**src/rtl/mult_product_accumulator_if.sv**
```systemverilog
// Handshake bundle between the array multiplier (producer), the product
// accumulator and the result consumer.
interface mult_product_accumulator_if #(
  parameter int PROD_W = 8,
  parameter int ACC_W  = 10,
  parameter int CNT_W  = 3
);
  logic              in_valid;
  logic              in_ready;
  logic [PROD_W-1:0] in_prod;
  logic              in_last;
  logic              out_valid;
  logic              out_ready;
  logic [ACC_W-1:0]  out_sum;
  logic [CNT_W-1:0]  out_count;
  logic              out_ovf;

  // Producer and consumer side: offers products, accepts results.
  modport master (
    output in_valid, in_prod, in_last, out_ready,
    input  in_ready, out_valid, out_sum, out_count, out_ovf
  );

  // Accumulator side.
  modport slave (
    input  in_valid, in_prod, in_last, out_ready,
    output in_ready, out_valid, out_sum, out_count, out_ovf
  );
endinterface

```
**src/rtl/mult_product_accumulator.sv**
```systemverilog
// Sums blocks of multiplier products with saturation and presents each block
// result on a valid/ready port; a held result back-pressures the multiplier.
module mult_product_accumulator #(
  parameter int PROD_W    = 8,
  parameter int ACC_W     = 10,
  parameter int BLOCK_LEN = 4
) (
  input  logic                        clk,
  input  logic                        rst,
  mult_product_accumulator_if.slave   bus
);

  localparam int CNT_W = $clog2(BLOCK_LEN + 1);

  localparam logic [ACC_W-1:0] ACC_MAX  = '1;
  localparam logic [CNT_W-1:0] CNT_LAST = CNT_W'(BLOCK_LEN);
  localparam logic [CNT_W-1:0] CNT_ONE  = CNT_W'(1);

  typedef enum logic {
    ACC,
    HOLD
  } state_t;

  state_t           state_q, state_d;
  logic [ACC_W-1:0] acc_q, acc_d;
  logic [CNT_W-1:0] cnt_q, cnt_d;
  logic             ovf_q, ovf_d;

  logic             in_ready;
  logic             out_valid;
  logic             in_xfer;
  logic             out_xfer;
  logic [ACC_W:0]   sum_next;
  logic [CNT_W-1:0] cnt_inc;
  logic             block_done;

  // In HOLD the input slot only opens when the result leaves in the same
  // cycle, so a new block can start back-to-back.
  assign out_valid = (state_q == HOLD);
  assign in_ready  = !rst && ((state_q == ACC) || bus.out_ready);
  assign in_xfer   = bus.in_valid && in_ready;
  assign out_xfer  = out_valid && bus.out_ready;

  // One extra bit catches the carry that signals saturation.
  assign sum_next   = {1'b0, acc_q} + (ACC_W + 1)'(bus.in_prod);
  assign cnt_inc    = cnt_q + CNT_ONE;
  assign block_done = (cnt_inc == CNT_LAST) || bus.in_last;

  always_comb begin
    // NOTE: every target gets a default first so no path leaves it unassigned,
    // which would otherwise infer a latch.
    state_d = state_q;
    acc_d   = acc_q;
    cnt_d   = cnt_q;
    ovf_d   = ovf_q;

    unique case (state_q)
      ACC: begin
        if (in_xfer) begin
          if (sum_next[ACC_W]) begin
            acc_d = ACC_MAX;
            ovf_d = 1'b1;
          end else begin
            acc_d = sum_next[ACC_W-1:0];
          end
          cnt_d = cnt_inc;
          if (block_done) begin
            state_d = HOLD;
          end
        end
      end

      HOLD: begin
        if (out_xfer) begin
          if (in_xfer) begin
            acc_d   = ACC_W'(bus.in_prod);
            cnt_d   = CNT_ONE;
            ovf_d   = 1'b0;
            state_d = ((BLOCK_LEN == 1) || bus.in_last) ? HOLD : ACC;
          end else begin
            acc_d   = '0;
            cnt_d   = '0;
            ovf_d   = 1'b0;
            state_d = ACC;
          end
        end
      end

      default: begin
        state_d = ACC;
      end
    endcase
  end

  // NOTE: asynchronous reset clears every register so a partial block is
  // dropped immediately, not at the next edge.
  always_ff @(posedge clk or posedge rst) begin
    if (rst) begin
      state_q <= ACC;
      acc_q   <= '0;
      cnt_q   <= '0;
      ovf_q   <= 1'b0;
    end else begin
      // NOTE: non-blocking assignments so all registers update from the
      // same pre-edge values.
      state_q <= state_d;
      acc_q   <= acc_d;
      cnt_q   <= cnt_d;
      ovf_q   <= ovf_d;
    end
  end

  assign bus.in_ready  = in_ready;
  assign bus.out_valid = out_valid;
  assign bus.out_sum   = acc_q;
  assign bus.out_count = cnt_q;
  assign bus.out_ovf   = ovf_q;

  cnt_within_block: assert property (@(posedge clk) disable iff (rst)
    cnt_q <= CNT_LAST);

  result_held: assert property (@(posedge clk) disable iff (rst)
    (out_valid && !bus.out_ready) |=> ($stable(acc_q) && $stable(cnt_q) && $stable(ovf_q)));

endmodule
```
**src/flat_wrapper.sv**
```systemverilog
// flat-port wrapper written by rule: the top's interface ports become plain ports
module mult_product_accumulator_flat 
#(
  parameter int PROD_W    = 8,
  parameter int ACC_W     = 10,
  parameter int BLOCK_LEN = 4
)
  (clk, rst, bus_in_valid, bus_in_prod, bus_in_last, bus_out_ready, bus_in_ready, bus_out_valid, bus_out_sum, bus_out_count, bus_out_ovf);
  mult_product_accumulator_if #(.PROD_W(PROD_W), .ACC_W(ACC_W)) bus_i ();
  input  logic clk;
  input  logic rst;
  input wire logic [$bits(bus_i.in_valid)-1:0] bus_in_valid;
  input wire logic [$bits(bus_i.in_prod)-1:0] bus_in_prod;
  input wire logic [$bits(bus_i.in_last)-1:0] bus_in_last;
  input wire logic [$bits(bus_i.out_ready)-1:0] bus_out_ready;
  output wire logic [$bits(bus_i.in_ready)-1:0] bus_in_ready;
  output wire logic [$bits(bus_i.out_valid)-1:0] bus_out_valid;
  output wire logic [$bits(bus_i.out_sum)-1:0] bus_out_sum;
  output wire logic [$bits(bus_i.out_count)-1:0] bus_out_count;
  output wire logic [$bits(bus_i.out_ovf)-1:0] bus_out_ovf;
  assign bus_i.in_valid = bus_in_valid;
  assign bus_i.in_prod = bus_in_prod;
  assign bus_i.in_last = bus_in_last;
  assign bus_i.out_ready = bus_out_ready;
  assign bus_in_ready = bus_i.in_ready;
  assign bus_out_valid = bus_i.out_valid;
  assign bus_out_sum = bus_i.out_sum;
  assign bus_out_count = bus_i.out_count;
  assign bus_out_ovf = bus_i.out_ovf;
  mult_product_accumulator #(.PROD_W(PROD_W), .ACC_W(ACC_W), .BLOCK_LEN(BLOCK_LEN)) u_core (.clk(clk), .rst(rst), .bus(bus_i));
endmodule
```
**config.mk**
```make
export PLATFORM = sky130hd
export DESIGN_NAME = mult_product_accumulator_flat
export DESIGN_NICKNAME = d
export VERILOG_FILES = /design/src/rtl/mult_product_accumulator_if.sv /design/src/rtl/mult_product_accumulator.sv /design/src/flat_wrapper.sv
export SDC_FILE = /design/constraint.sdc
export NUM_CORES = 1
export LEC_CHECK = 0
export CAP_MARGIN = 20
export CORE_ASPECT_RATIO = 1.5
export CORE_MARGIN = 1.5
export CORE_UTILIZATION = 43
export CTS_CLUSTER_DIAMETER = 80
export DETAILED_ROUTE_END_ITERATION = 7
export PLACE_DENSITY = 0.75
export REMOVE_ABC_BUFFERS = 1
export SETUP_SLACK_MARGIN = 0.15
export SYNTH_ARGS = -nofsm -noshare
export SYNTH_HDL_FRONTEND = slang
export SYNTH_SLANG_ARGS = --single-unit
```
**constraint.sdc**
```tcl
create_clock -name clk -period 2.2 [get_ports clk]
set_input_delay 0.22 -clock clk [delete_from_list [all_inputs] [get_ports clk]]
set_output_delay 0.22 -clock clk [all_outputs]
set_load 0.005 [all_outputs]
```
# Yosys cells after proc, flatten, opt, wreduce, memory -nomap -nowiden
# Cells that the tools add are included.
# W data, S select, Z words.
[word_totals]
register_bits = 15
inputBits = 13
output_inout_bits = 16
elab_cells = 38
[classes]
addsub = 2
eq_ne = 4
mux = 19
bitwise = 1
n_reduce_logical = 8
[op_table]
columns = ["cell", "n"]
rows = [
  ["$mux W10", 3],
  ["$pmux W10 S2", 1],
  ["$add A10 B8 Y11", 1],
  ["$mux W1", 9],
  ["$mux W8", 1],
  ["$mux W3", 2],
  ["$pmux W3 S2", 1],
  ["$ne A2 B1 Y1 const B", 2],
  ["$pmux W1 S2", 2],
  ["$add A3 B1 Y3 const B", 1],
  ["$eq A3 B3 Y1 const B", 1],
  ["$logic_and A1 B1 Y1", 3],
  ["$reduce_and A3 Y1", 1],
  ["$logic_or A1 B1 Y1", 2],
  ["$ne A2 B2 Y1 const B", 1],
  ["$reduce_and A2 Y1", 1],
  ["$logic_not A1 Y1", 1],
  ["$not A1 Y1", 1],
]

# Logic depth before layout (Yosys ltp)
[logic_depth]
depth_word = 7
mapped_depth = 7
ltp_nobuf = 7

# Least setup slack after synthesis
# OpenSTA, ideal clock, no wires.
[synth_path]
kind = "flip-flop to flip-flop"
from = "register u_core.acc_q[0], in the netlist u_core.bus.out_sum[0]"
to = "register u_core.acc_q[7], in the netlist u_core.bus.out_sum[7]"
setup_time_ns = 0.127
arrival_time_ns = 1.963
required_ns = 2.073
setup_slack_ns = 0.109
stages_incl_launch_ff = 8
n_path_buf = 0
synth_period_minus_slack_ns = 2.091
path_cell_list = "dfrtp_1 -> ha_1 -> fa_1 -> a211oi_2 -> nor2_1 -> o32a_4 -> a22oi_2 -> o21ai_1"
[synth_between]
elab_chain_cells = 4
[synth_lines]
columns = ["element", "line_no", "rtl"]
rows = [
  ["start, declared", "mult_product_accumulator.sv:25", "logic [ACC_W-1:0] acc_q, acc_d;"],
  ["start signal, assigned", "mult_product_accumulator.sv:100", "acc_q <= '0;"],
  ["start signal, assigned", "mult_product_accumulator.sv:107", "acc_q <= acc_d;"],
  ["$add A10 B8 Y11", "mult_product_accumulator.sv:45", "assign sum_next = {1'b0, acc_q} + (ACC_W + 1)'(bus.in_prod);"],
  ["$mux W10", "mult_product_accumulator.sv:60", "if (sum_next[ACC_W]) begin"],
  ["$mux W10", "mult_product_accumulator.sv:59", "if (in_xfer) begin"],
  ["$pmux W10 S2", "mult_product_accumulator.sv:57", "unique case (state_q)"],
]
# No other way between the ends. The select of a mux whose other input is x is not followed.
# A chain may end at the register's enable or synchronous reset.

# Worst setup path in the final report
# Ends and elaborated chain as after synthesis.

==> metrics <==
Main synth FF type dfrtp_1; Slew HR 50.5%; reg2reg setup slack 0.11 ns; FILL cells 208; nets slightly below 200; worst r2r dst u_core.bus.out_sum[7]; # DRC 4; Die W 44.7 um; final hold violations 0; io pins 29; Async S/R FF share, synth 100%; CTS Buf Count 3; initial antenna violation count 0; failing checks DRC; Core Region 2450 sq um; vias approximately 1100; number of synthesized flops with an enable pin 0; largest net degree at the start of global routing 11; Worst Reg-to-Reg Cells 7; flip-flop and latch count after synthesis 15; area grow syn2layout 35.0%; final core utilization 61.8%; Setup CP Type flip-flop to flip-flop; peak supply drop 748 uV; top cells by area, synth dfrtp_1 (33%), ha_1 (11%), a21oi_1 (7.6%); commonest cells in the netlist nand2_1 (22), a21oi_1 (17), dfrtp_1 (15); reg2reg start u_core.bus.out_sum[0]; Bufs on Longest Clock Path 2; Ant. Diodes 0; Worst Path Required 2.39 ns; CP Launch Type flip-flop; sequential share of the synthesized area 33.4%; Worst-path clk slew 0.10 ns; count leader, synth nand2_1; count of input and output buffers 28; CTS tree yes; minimum clock period after layout 2.09 ns; LEAKAGE 0.000693 uW; Hold WC Path Type input port to asynchronous set/reset pin; Rows 22; Routed WL 2890 um; largest area contributor in the synthesized netlist dfrtp_1; endpoint class of the critical path flip-flop; # setup viols final 0; Starting Density 45.8%; PD cells 1140 nW/um^2; top cell type's share of synthesized area 33.4%; clock insertion delay at the later pin of the skew report 0.30 ns; max-slew violations 0; synth unique cells 35; Mean Syn Cell Area 8.50 sq um; placer congestion estimate 0.891; Fin Clk Skew 0.0127 ns; Syn Inst Count 132; first-pass iteration count of the detailed router 6; clk root buf clkbuf_4; H-tree depth 1; crit path DAT about 2.3 ns; Vias/cell between 5 and 6; share of cells above drive strength 1 10.7%; hold_buf cts 0; post-route ant nets 0; setup TNS 0 ns; RSZ-0062 raised after global routing yes; die area 2930 sq um; vias in the first global route 1083; Max-Cap Viols 0; Synth Cell Area 1120 sq um; Max FO, Critical Path 8; status finished with violations; WL/cell 15.0 um; Die Span Y 65.6 um; GR Overflow Total 0; measured slew at the worst slew-check pin 0.743 ns; Inst Count DP between 150 and 200; Syn. warnings 0; initial DRC count 34; first-pass GRT wire length 4600 um; Finished Layout Cells 192; fraction of the cycle the final worst path needs 95.0%; hpwl dp 2150 um; CTS sink cnt 15; overall routing resource usage between 20% and 30%; maximum clock frequency 478 MHz
==> layout by cell type (no fill, tap or decap), types with 2 or more instances in the layout <==
| cell | Yosys | routed |
|---|---|---|
| nor2_1 | 11 | 11 |
| or2_1 | 2 | 2 |
| ha_1 | 10 | 9 |
| clkbuf_4 | 0 | 3 |
| nand3_1 | 4 | 4 |
| o21ai_1 | 11 | 10 |
| nor3_1 | 3 | 3 |
| nand2_1 | 22 | 22 |
| a31oi_1 | 2 | 2 |
| dfrtp_1 | 15 | 15 |
| clkdlybuf4s50_1 | 0 | 28 |
| o211ai_1 | 3 | 3 |
| buf_4 | 0 | 7 |
| a21oi_1 | 17 | 17 |
| inv_1 | 4 | 4 |
| a21o_1 | 3 | 3 |
| xor2_1 | 4 | 4 |
==> through the flow <==
stage,instance area (sq um),setup WS (ns),power (uW),hold WS [ns]
2_1_floorplan,1100,0.109,1080,0.135
3_3_place_gp,1450,-0.190,1460,0.462
3_5_place_dp,1450,-0.246,1490,0.474
4_1_cts,1490,0.179,1660,0.322
5_1_grt,1520,0.0242,1880,0.341
6_report,1520,0.109,1730,0.309
==> critical path, cell delays in order (launching register included) <==
cell and delay (ns):
dfrtp_1 0.41, ha_2 0.20, fa_2 0.37, a211oi_4 0.29
nor2_1 0.09, o32a_4 0.36, a22oi_2 0.17, o21ai_1 0.09
==> report_power, final <==
part	switching [uW]	leakage, uW	internal (uW)	total, uW
logic	490	0.000486	571	1060
clock network	98.4	0.0000150	70.7	169
registers	118	0.000192	383	501
==> cells by family after synthesis <==
logic type / Yosys count / share of synthesized area [%]
buf+inv: 8 / 3.45
flops: 15 / 33.4
xor+xnor: 5 / 3.90
compound gates: 47 / 27.4
simple gates: 46 / 18.8
fa+ha+maj: 11 / 12.9
==> how the worst max path moves through the flow <==
stage                                     start                    end  slack, ns  cells past startpoint
after global routing      u_core.bus.out_sum[0]  u_core.bus.out_sum[7]       0.02                      7
after floorplan           u_core.bus.out_sum[0]  u_core.bus.out_sum[7]       0.11                      7
after global placement           bus_in_prod[0]  u_core.bus.out_sum[7]      -0.19                      8
final                     u_core.bus.out_sum[0]  u_core.bus.out_sum[7]       0.11                      7
after CTS                 u_core.bus.out_sum[0]  u_core.bus.out_sum[7]       0.18                      7
after detailed placement         bus_in_prod[0]  u_core.bus.out_sum[7]      -0.25                      8
==> layer usage <==
layer,up-vias,wire [um],GRT usage (%),part of all wire [%]
met4,0,62,11.7,2.1
met3,6,117,3.30,4.0
li1,549,-,-,-
met5,-,0,0,0
met2,31,1480,35.9,51
met1,530,1230,24.7,43
==> sequential cells by signal, summed over array words and instances (netlist names) <==
signal and cells:
u_core.bus.out_valid 1, u_core.bus.out_ovf 1, u_core.bus.out_count 3, u_core.bus.out_sum 10
==> cell type report <==
| cell class | count | area [sq um] | share of cell area, % |
|---|---|---|---|
| Multi-Input combinational cell | 109 | 724 | 47.8 |
| Timing Repair Buffer | 36 | 344 | 22.7 |
| Inverter | 4 | 15.0 | 0.991 |
| Clock buffer | 4 | 26.3 | 1.73 |
| Tap cell | 24 | 30.0 | 1.98 |
| Sequential cell | 15 | 375 | 24.8 |
==> timing repair <==
item | 4_1_cts | 5_1_grt
setup endpoints to repair | 9 | 9
gates resized for setup | 2 | 3
setup buffers | 0 | 2
pin swaps | 2 | 5
Note: power is estimated with default switching activity, not from simulation.
